File: src/rtl/score_pkg.sv
`default_nettype none
// ============================================================================
//  Module      : score_pkg
//  Description : Shared constants and types for the score RAM read side:
//                address map, query type codes and reader state encoding.
//  Revision    : 1.0 - initial release
// ============================================================================
package score_pkg;

  localparam int ADDR_W      = 3;
  localparam int DATA_W      = 5;
  localparam int HIGH_ADDR   = 5;
  localparam int WINNER_ADDR = 6;
  localparam int PLAYER_BASE = 0;

  // Dump walks 0,1,2,3,5,6: word 4 is an unused hole, 7 is past the end
  localparam int DUMP_FIRST  = 0;
  localparam int DUMP_SKIP   = 4;
  localparam int DUMP_LAST   = 6;

  typedef enum logic [1:0] {
    QT_PLAYER = 2'b00,
    QT_HIGH   = 2'b01,
    QT_WINNER = 2'b10,
    QT_DUMP   = 2'b11
  } qtype_e;

  typedef enum logic [2:0] {
    S_IDLE       = 3'd0,
    S_WAIT_GRANT = 3'd1,
    S_ISSUE      = 3'd2,
    S_WAIT       = 3'd3,
    S_CATCH      = 3'd4,
    S_NEXT       = 3'd5,
    S_RELEASE    = 3'd6
  } state_e;

endpackage
`default_nettype wire

File: src/rtl/score_query_reader_if.sv
`default_nettype none
// ============================================================================
//  Module      : score_query_reader_if
//  Description : Query request/response and RAM read port bundle of the
//                score query reader. Signal directions are named from the
//                reader's point of view.
//  Revision    : 1.0 - initial release
// ============================================================================
interface score_query_reader_if #(
  parameter int ADDR_W = 3,
  parameter int DATA_W = 5
);
  logic              i_query_req;
  logic [1:0]        i_query_type;
  logic [1:0]        i_player_id;
  logic              i_ram_grant;
  logic [ADDR_W-1:0] o_ram_addr;
  logic [DATA_W-1:0] i_ram_data;
  logic [DATA_W-1:0] o_data_out;
  logic [ADDR_W-1:0] o_data_tag;
  logic              o_data_valid;
  logic              o_query_done;
  logic              o_busy;

  // Reader side
  modport slave (
    input  i_query_req, i_query_type, i_player_id, i_ram_grant, i_ram_data,
    output o_ram_addr, o_data_out, o_data_tag, o_data_valid, o_query_done, o_busy
  );

  // Requester / RAM owner side
  modport master (
    output i_query_req, i_query_type, i_player_id, i_ram_grant, i_ram_data,
    input  o_ram_addr, o_data_out, o_data_tag, o_data_valid, o_query_done, o_busy
  );
endinterface
`default_nettype wire

File: src/rtl/score_dump_seq.sv
`default_nettype none
// ============================================================================
//  Module      : score_dump_seq
//  Description : Address generator for the leaderboard dump: first address,
//                successor of the current address (hopping over the unused
//                word) and last-address flag.
//  Revision    : 1.0 - initial release
// ============================================================================
module score_dump_seq #(
  parameter int ADDR_W = 3
) (
  input  logic [ADDR_W-1:0] i_addr,
  output logic [ADDR_W-1:0] o_first,
  output logic [ADDR_W-1:0] o_next,
  output logic              o_last
);
  import score_pkg::*;

  localparam logic [ADDR_W-1:0] C_FIRST = ADDR_W'(DUMP_FIRST);
  localparam logic [ADDR_W-1:0] C_SKIP  = ADDR_W'(DUMP_SKIP);
  localparam logic [ADDR_W-1:0] C_LAST  = ADDR_W'(DUMP_LAST);

  logic [ADDR_W-1:0] w_inc;

  // Step to the next populated word, hopping over the hole
  always_comb begin
    o_first = C_FIRST;
    w_inc   = i_addr + 1'b1;
    o_next  = (w_inc == C_SKIP) ? (w_inc + 1'b1) : w_inc;
    o_last  = (i_addr == C_LAST);
  end

endmodule
`default_nettype wire

File: src/rtl/score_query_reader.sv
`default_nettype none
// ============================================================================
//  Module      : score_query_reader
//  Description : Answers leaderboard queries by reading the shared score RAM
//                while the tracker grants access. One word per request, or
//                a six-word dump. Read-only with respect to the RAM.
//  Revision    : 1.0 - initial release
// ============================================================================
module score_query_reader #(
  parameter int ADDR_W      = score_pkg::ADDR_W,
  parameter int DATA_W      = score_pkg::DATA_W,
  parameter int RD_WAIT     = 2,
  parameter int HIGH_ADDR   = score_pkg::HIGH_ADDR,
  parameter int WINNER_ADDR = score_pkg::WINNER_ADDR
) (
  input  logic                clk,
  input  logic                rst,
  score_query_reader_if.slave bus
);
  import score_pkg::*;

  localparam int              CNT_W      = (RD_WAIT > 1) ? $clog2(RD_WAIT) : 1;
  localparam logic [CNT_W-1:0] C_CNT_LAST = CNT_W'(RD_WAIT - 1);

  state_e            r_state;
  state_e            w_next;
  qtype_e            r_qtype;
  logic [ADDR_W-1:0] r_addr;      // address of the word currently being fetched
  logic [ADDR_W-1:0] r_ram_addr;
  logic [ADDR_W-1:0] r_tag;
  logic [DATA_W-1:0] r_data;
  logic              r_valid;
  logic              r_done;
  logic              r_busy;
  logic [CNT_W-1:0]  r_cnt;

  logic [ADDR_W-1:0] w_first_addr;
  logic [ADDR_W-1:0] w_dump_first;
  logic [ADDR_W-1:0] w_dump_next;
  logic              w_dump_last;
  logic              w_last;
  logic              w_grant;

  score_dump_seq #(.ADDR_W(ADDR_W)) u_dump_seq (
    .i_addr  (r_addr),
    .o_first (w_dump_first),
    .o_next  (w_dump_next),
    .o_last  (w_dump_last)
  );

  assign w_grant = bus.i_ram_grant;
  // Single-word queries always finish on their only word
  assign w_last  = (r_qtype != QT_DUMP) || w_dump_last;

  // First address of a query, decoded from the live request inputs
  always_comb begin
    w_first_addr = w_dump_first;
    unique case (qtype_e'(bus.i_query_type))
      QT_PLAYER: w_first_addr = ADDR_W'(PLAYER_BASE) | ADDR_W'(bus.i_player_id);
      QT_HIGH:   w_first_addr = ADDR_W'(HIGH_ADDR);
      QT_WINNER: w_first_addr = ADDR_W'(WINNER_ADDR);
      QT_DUMP:   w_first_addr = w_dump_first;
    endcase
  end

  // State register
  always_ff @(posedge clk or posedge rst) begin
    if (rst) r_state <= S_IDLE;
    else     r_state <= w_next;
  end

  // Next-state logic; losing the grant anywhere in a fetch restarts that word
  always_comb begin
    w_next = r_state;
    unique case (r_state)
      S_IDLE:       if (bus.i_query_req) w_next = w_grant ? S_ISSUE : S_WAIT_GRANT;
      S_WAIT_GRANT: if (w_grant) w_next = S_ISSUE;
      S_ISSUE:      w_next = w_grant ? S_WAIT : S_WAIT_GRANT;
      S_WAIT: begin
        if (!w_grant)                w_next = S_WAIT_GRANT;
        else if (r_cnt == C_CNT_LAST) w_next = S_CATCH;
      end
      S_CATCH: begin
        if (!w_grant)    w_next = S_WAIT_GRANT;
        else if (w_last) w_next = S_RELEASE;
        else             w_next = S_NEXT;
      end
      S_NEXT:       w_next = S_ISSUE;
      S_RELEASE:    if (!bus.i_query_req) w_next = S_IDLE;
      default:      w_next = S_IDLE;
    endcase
  end

  // Datapath: query latch, address walk, read-wait counter and output pulses
  always_ff @(posedge clk or posedge rst) begin
    if (rst) begin
      r_qtype    <= QT_PLAYER;
      r_addr     <= '0;
      r_ram_addr <= '0;
      r_tag      <= '0;
      r_data     <= '0;
      r_valid    <= 1'b0;
      r_done     <= 1'b0;
      r_busy     <= 1'b0;
      r_cnt      <= '0;
    end else begin
      r_valid <= 1'b0;
      r_done  <= 1'b0;
      r_busy  <= (w_next != S_IDLE);
      unique case (r_state)
        S_IDLE: begin
          if (bus.i_query_req) begin
            r_qtype <= qtype_e'(bus.i_query_type);
            r_addr  <= w_first_addr;
          end
        end
        S_ISSUE: begin
          if (w_grant) r_ram_addr <= r_addr;
          r_cnt <= '0;
        end
        S_WAIT:  r_cnt <= r_cnt + 1'b1;
        S_CATCH: begin
          if (w_grant) begin
            r_data  <= bus.i_ram_data;
            r_tag   <= r_ram_addr;
            r_valid <= 1'b1;
            r_done  <= w_last;
          end
        end
        S_NEXT:  r_addr <= w_dump_next;
        default: ;
      endcase
    end
  end

  assign bus.o_ram_addr   = r_ram_addr;
  assign bus.o_data_out   = r_data;
  assign bus.o_data_tag   = r_tag;
  assign bus.o_data_valid = r_valid;
  assign bus.o_query_done = r_done;
  assign bus.o_busy       = r_busy;

endmodule
`default_nettype wire
File: src/flat_wrapper.sv
// flat-port wrapper written by rule: the top's interface ports become plain ports
module score_query_reader_flat import score_pkg::*;
#(
  parameter int ADDR_W      = score_pkg::ADDR_W,
  parameter int DATA_W      = score_pkg::DATA_W,
  parameter int RD_WAIT     = 2,
  parameter int HIGH_ADDR   = score_pkg::HIGH_ADDR,
  parameter int WINNER_ADDR = score_pkg::WINNER_ADDR
)
  (clk, rst, bus_i_query_req, bus_i_query_type, bus_i_player_id, bus_i_ram_grant, bus_i_ram_data, bus_o_ram_addr, bus_o_data_out, bus_o_data_tag, bus_o_data_valid, bus_o_query_done, bus_o_busy);
  score_query_reader_if #(.ADDR_W(ADDR_W), .DATA_W(DATA_W)) bus_i ();
  input  logic clk;
  input  logic rst;
  input wire logic [$bits(bus_i.i_query_req)-1:0] bus_i_query_req;
  input wire logic [$bits(bus_i.i_query_type)-1:0] bus_i_query_type;
  input wire logic [$bits(bus_i.i_player_id)-1:0] bus_i_player_id;
  input wire logic [$bits(bus_i.i_ram_grant)-1:0] bus_i_ram_grant;
  input wire logic [$bits(bus_i.i_ram_data)-1:0] bus_i_ram_data;
  output wire logic [$bits(bus_i.o_ram_addr)-1:0] bus_o_ram_addr;
  output wire logic [$bits(bus_i.o_data_out)-1:0] bus_o_data_out;
  output wire logic [$bits(bus_i.o_data_tag)-1:0] bus_o_data_tag;
  output wire logic [$bits(bus_i.o_data_valid)-1:0] bus_o_data_valid;
  output wire logic [$bits(bus_i.o_query_done)-1:0] bus_o_query_done;
  output wire logic [$bits(bus_i.o_busy)-1:0] bus_o_busy;
  assign bus_i.i_query_req = bus_i_query_req;
  assign bus_i.i_query_type = bus_i_query_type;
  assign bus_i.i_player_id = bus_i_player_id;
  assign bus_i.i_ram_grant = bus_i_ram_grant;
  assign bus_i.i_ram_data = bus_i_ram_data;
  assign bus_o_ram_addr = bus_i.o_ram_addr;
  assign bus_o_data_out = bus_i.o_data_out;
  assign bus_o_data_tag = bus_i.o_data_tag;
  assign bus_o_data_valid = bus_i.o_data_valid;
  assign bus_o_query_done = bus_i.o_query_done;
  assign bus_o_busy = bus_i.o_busy;
  score_query_reader #(.ADDR_W(ADDR_W), .DATA_W(DATA_W), .RD_WAIT(RD_WAIT), .HIGH_ADDR(HIGH_ADDR), .WINNER_ADDR(WINNER_ADDR)) u_core (.clk(clk), .rst(rst), .bus(bus_i));
endmodule
File: config.mk
export PLATFORM = sky130hd
export DESIGN_NAME = score_query_reader_flat
export DESIGN_NICKNAME = d
export VERILOG_FILES = /design/src/rtl/score_pkg.sv /design/src/rtl/score_query_reader_if.sv /design/src/rtl/score_dump_seq.sv /design/src/rtl/score_query_reader.sv /design/src/flat_wrapper.sv
export SDC_FILE = /design/constraint.sdc
export NUM_CORES = 1
export LEC_CHECK = 0
export CORE_MARGIN = 4
export CORE_UTILIZATION = 52
export CTS_CLUSTER_SIZE = 16
export DETAILED_ROUTE_END_ITERATION = 7
export PLACE_DENSITY_LB_ADDON = 0.25
export SLEW_MARGIN = 15
export SYNTH_ARGS = -nofsm -noshare
export SYNTH_HDL_FRONTEND = slang
export SYNTH_SLANG_ARGS = --single-unit
File: constraint.sdc
create_clock -name clk -period 3.21 [get_ports clk]
set_input_delay 0.4815 -clock clk [delete_from_list [all_inputs] [get_ports clk]]
set_output_delay 0.4815 -clock clk [all_outputs]
set_load 0.01 [all_outputs]
-- Yosys cells after proc, flatten, opt, wreduce, memory -nomap -nowiden
Cells that the tools add are included.
- input bits: 13
- register bits after elaboration: 23
- mux-type cells: 19
- eq/ne operators: 13
- reductions and logical operators: 10
- $add $sub $neg: 3
- operator list (operator ; number):
    3-bit two-way mux ; 8
    3-bit case mux with 7 select lines ; 1
    3-bit == test (second input constant) ; 5
    3-bit case mux with 4 select lines ; 1
    2-bit AND reduction ; 4
    3-bit by 1-bit adder with 3-bit output (second input constant) ; 2
    3-bit by 2-bit == test with 1-bit output (second input constant) ; 2
    2-bit two-way mux ; 3
    3-bit case mux with 2 select lines ; 1
    2-bit == test (second input constant) ; 2
    1-bit two-way mux ; 4
    2-bit != test (second input constant) ; 2
    2-bit nonzero test ; 2
    3-bit by 1-bit == test with 1-bit output (second input constant) ; 1
    3-bit logical NOT ; 1
    3-bit nonzero test ; 1
    2-bit by 1-bit == test with 1-bit output (second input constant) ; 1
    2-bit logical NOT ; 1
    1-bit case mux with 2 select lines ; 1
    1-bit adder (second input constant) ; 1
    1-bit logical OR ; 1

-- Logic depth before layout (Yosys ltp)
- depth after elaboration: 6
- gate-level depth with buffers: 5

-- Cells and area by module
A second synthesis with hierarchy kept.
- cells, all modules: 104
- area total of the unflattened synthesis: 1152.4 µm²
- by module, submodules not included (module ; instances ; sequential area each (µm²) ; cells each ; area an instance (µm²)):
    score_query_reader ; 1 ; 575.6 ; 89 ; 1037.2
    score_dump_seq ; 1 ; 0.0 ; 15 ; 115.1

-- Worst setup path before layout
No wires, ideal clock.
- path type: register to register
- start point: register u_core.r_state[0]
- end point: register u_core.r_qtype[0]
- data required time: 3085 ps
- cell stages (with the launch flop): 4
- library setup time: 125 ps
- arrival time: 1286 ps
- setup slack: 1800 ps
- clock period less this slack: 1410 ps
- path through: dfrtp_1 buf_4 nor4b_4 mux2_2
- cells in the longest elaborated chain, start to end: 2
- ends and longest elaborated chain (what ; line ; source):
    from (decl) ; score_query_reader.sv:25 ; state_e r_state;
    from (signal assigned) ; score_query_reader.sv:69 ; else r_state <= w_next;
    3-bit logical NOT ; score_query_reader.sv:110 ; unique case (r_state)
    2-bit AND reduction (no line) ; n/a ;
    to (signal assigned) ; score_query_reader.sv:113 ; r_qtype <= qtype_e'(bus.i_query_type);
    to (decl) ; score_query_reader.sv:27 ; qtype_e r_qtype;
No other way between the ends.
A chain may end at the register's enable or synchronous reset.

-- Worst setup path after layout
- start point: input port bus_i_query_req
- end point: register u_core.r_qtype[0]
- cells in the longest elaborated chain, start to end: 1
- ends and longest elaborated chain (what ; line ; source):
    from (decl) ; flat_wrapper.sv:14 ; input wire logic [$bits(bus_i.i_query_req)-1:0] bus_i_query_req;
    2-bit AND reduction (no line) ; n/a ;
No other way between the ends.

==> results_dict.tcl <==
set metrics [dict create \
    post_drt_wl_per_cell_um 15.4 \
    cts_tree "done" \
    startpoint "bus_i_query_req" \
    clkTransAtPathRegs_ps 130 \
    syn-instance-count 97 \
    cp.required_ps 3420 \
    num_rows 16 \
    clkLatencyLatePin_ps 310 \
    rsz0062_at_grt "no" \
    cts_hold_buf 0 \
    yosysSeqAreaShare_pct 49.4 \
    p_leak_nw 0.659 \
    drtIter0Drc 11 \
    grt_max_degree 24 \
    clk_path_buf_depth 2 \
    area_growth_pct 25.2 \
    yosys.area_share.simple_pct 12.4 \
    initial_core_util_pct 57.1 \
    synthDistinctLibCells 34 \
    ys_ff_latch 23 \
    netlist_area_um2 1170 \
    gp_congestion 0.731 \
    synthAdderAreaFrac_pct 6.44 \
    dr_total_vias 827 \
    skew_ps 6.25 \
    finalPower_mw 1.10 \
    drc 0 \
    synthTopCellsByArea "dfrtp_1, mux2_2, ha_1" \
    postCtsResizedCells 0 \
    track_usage_pct 15.8 \
    grt_pass1_wl_um 3880 \
    clock_sinks 23 \
    via_per_inst 5.51 \
    die_w_um 55.4 \
    end_kind "flip-flop" \
    muxShareOfSynthArea_pct 15.1 \
    setup_tns_ps 0 \
    synth.net_count 116 \
    ir_worst_vdd_uv 438 \
    worstRegToRegCells 3 \
    synth_common_cells "dfrtp_1, mux2_2, inv_1" \
    ys.flop_type "dfrtp_1" \
    yosysTopAreaCell "dfrtp_1" \
    port_buffers 26 \
    multi_input_area_um2 526 \
    drive_gt1_share_pct 17.9 \
    hold_viol_final 0 \
    cts_setup_buffers 0 \
    grt_pass1_vias 862 \
    critical_path_class "input pin to flip-flop" \
    synth_top_family_by_area "multiplexers" \
    setup_viol 0 \
    worstPathCellList "clkdlybuf4s50_1 -> nor4b_4 -> mux2_2" \
    finalWirelength_um 2310 \
    register_area_um2 576 \
    synth-async-reset-ratio_pct 100 \
    worstPathMaxFanout 8 \
    power_density_nw_per_um2 754 \
    gr-total-overflow 0 \
    arrival_ps 1960 \
    r2r-end "u_core.bus.o_data_out[1]" \
    firstDrtPassIters 4 \
    yosysWarnings 0 \
    dieArea_um2 3060 \
    htreeDepth 1 \
    synth-xor-area-share_pct 0.751 \
    critPathCapture "u_core.r_qtype[0]" \
    n_antenna_cell 0 \
    max_freq_mhz 572 \
    min_path_type "flip-flop to flip-flop" \
    dieHeight_um 55.4 \
    slowest_delay_ps 600 \
    slowest_stage "clkdlybuf4s50_1" \
    fillers 169 \
    worstMarginPinSlew_ps 859 \
    layout_worst_path_cycle_share_pct 54.5 \
    place_hpwl_um 1760 \
    synth_edf_count 0 \
    status "completed" \
    worstReg2RegStart "u_core.r_state[2]" \
    synth.most_common_cell "dfrtp_1" \
    antenna_found_initial 0 \
    critPathLaunchType "input pin" \
    yosysTopAreaCellShare_pct 49.4 \
    finalCriticalPeriod_ps 1750 \
    slew_violations 0 \
    nets 143 \
    relSlewSlack_pct 42.7 \
    drtAntennaViolNets 0 \
    worst-r2r-setup-slack_ps 1500 \
    io-pin-count 27 \
    avgSynthCellArea_um2 12.0 \
    root_buffer "clkbuf_4" \
    numCtsBuffers 3 \
    core_region_area_um2 2040 \
    synth-compound-area-share_pct 10.3 \
    maxCapViolCount 0 \
]
==> sequential cells by signal (all words and copies together), names as in the netlist <==
| register | flops |
|---|---|
| u_core.bus.o_data_valid | 1 |
| u_core.r_addr | 3 |
| u_core.bus.o_ram_addr | 3 |
| u_core.bus.o_busy | 1 |
| u_core.r_qtype | 2 |
| u_core.r_cnt | 1 |
| u_core.r_state | 3 |
| u_core.bus.o_data_tag | 3 |
| u_core.bus.o_query_done | 1 |
| u_core.bus.o_data_out | 5 |
==> cell type report <==
type                       instances  share of cell area (%)
clock buffer                       3                    1.54
inverter                          10                    2.57
multi-input combinational         60                    36.0
sequential                        23                    39.4
tap                               27                    2.31
timing repair buffer              26                    17.8
clock inverter                     1                   0.343
==> worst max-delay path: cells and delay by family <==
| kind | cells | cell delay [ps] |
|---|---|---|
| buffers and inverters | 1 | 600 |
| muxes | 1 | 390 |
| and+or+nand+nor | 1 | 490 |
==> kinds of logic (layout without fill, tap and decap cells) <==
| family | after synthesis | in the layout |
|---|---|---|
| fa+ha+maj | 6 | 6 |
| mux | 16 | 16 |
| buf+inv | 14 | 40 |
| compound gates | 17 | 17 |
| xor+xnor | 1 | 1 |
| simple gates | 20 | 20 |
| flops | 23 | 23 |
==> per-layer routing <==
layer	track usage, %	vias up	share of wire, %
met1	19.9	414	46
met5	0	-	0
li1	-	390	-
met3	3.50	4	3.8
met2	26.2	19	49
met4	6.25	0	1.1
==> report_power, final <==
group / leakage (nW) / total (mW) / switching, mW / internal, mW
combinational: 0.354 / 0.444 / 0.179 / 0.265
clock: 0.0177 / 0.134 / 0.0878 / 0.0465
sequential: 0.287 / 0.522 / 0.125 / 0.397
==> cells in the final DEF (no fill, tap or decap), types with 2 or more instances in the layout <==
| cell | Yosys | final |
|---|---|---|
| dfrtp_1 | 23 | 23 |
| clkbuf_4 | 0 | 3 |
| inv_1 | 9 | 9 |
| nor3_1 | 2 | 2 |
| ha_1 | 6 | 6 |
| nand3_1 | 3 | 3 |
| clkdlybuf4s50_1 | 0 | 26 |
| a221oi_1 | 2 | 2 |
| nor2_1 | 3 | 3 |
| nand2b_1 | 2 | 2 |
| mux2i_1 | 3 | 3 |
| o21ai_0 | 5 | 5 |
| a31oi_1 | 2 | 2 |
| nand2_1 | 3 | 3 |
| mux2_2 | 13 | 13 |
==> how the worst min path moves through the flow <==
stage | from | to | slack [ps] | depth (start not counted)
floorplan | rst | u_core.bus.o_busy | 480 | 1
global placement | u_core.bus.o_data_out[2] | u_core.bus.o_data_out[2] | 490 | 1
detailed placement | u_core.bus.o_data_tag[2] | u_core.bus.o_data_tag[2] | 500 | 1
CTS | u_core.bus.o_data_tag[2] | u_core.bus.o_data_tag[2] | 530 | 1
global route | u_core.bus.o_data_tag[2] | u_core.bus.o_data_tag[2] | 550 | 1
finish | u_core.bus.o_data_tag[2] | u_core.bus.o_data_tag[2] | 520 | 1
==> per-stage QoR <==
step	utilization (%)	hold WS [ps]	worst slack [ps]	area [um2]	cells
6_report	71.5	524	1460	1460	150
5_1_grt	71.5	550	1380	1460	150
4_1_cts	71.5	526	1450	1460	150
3_5_place_dp	70.2	497	1130	1430	146
3_3_place_gp	70.2	492	1170	1430	146
2_1_floorplan	-	483	1800	1170	97
(Power assumes the default switching activity.)
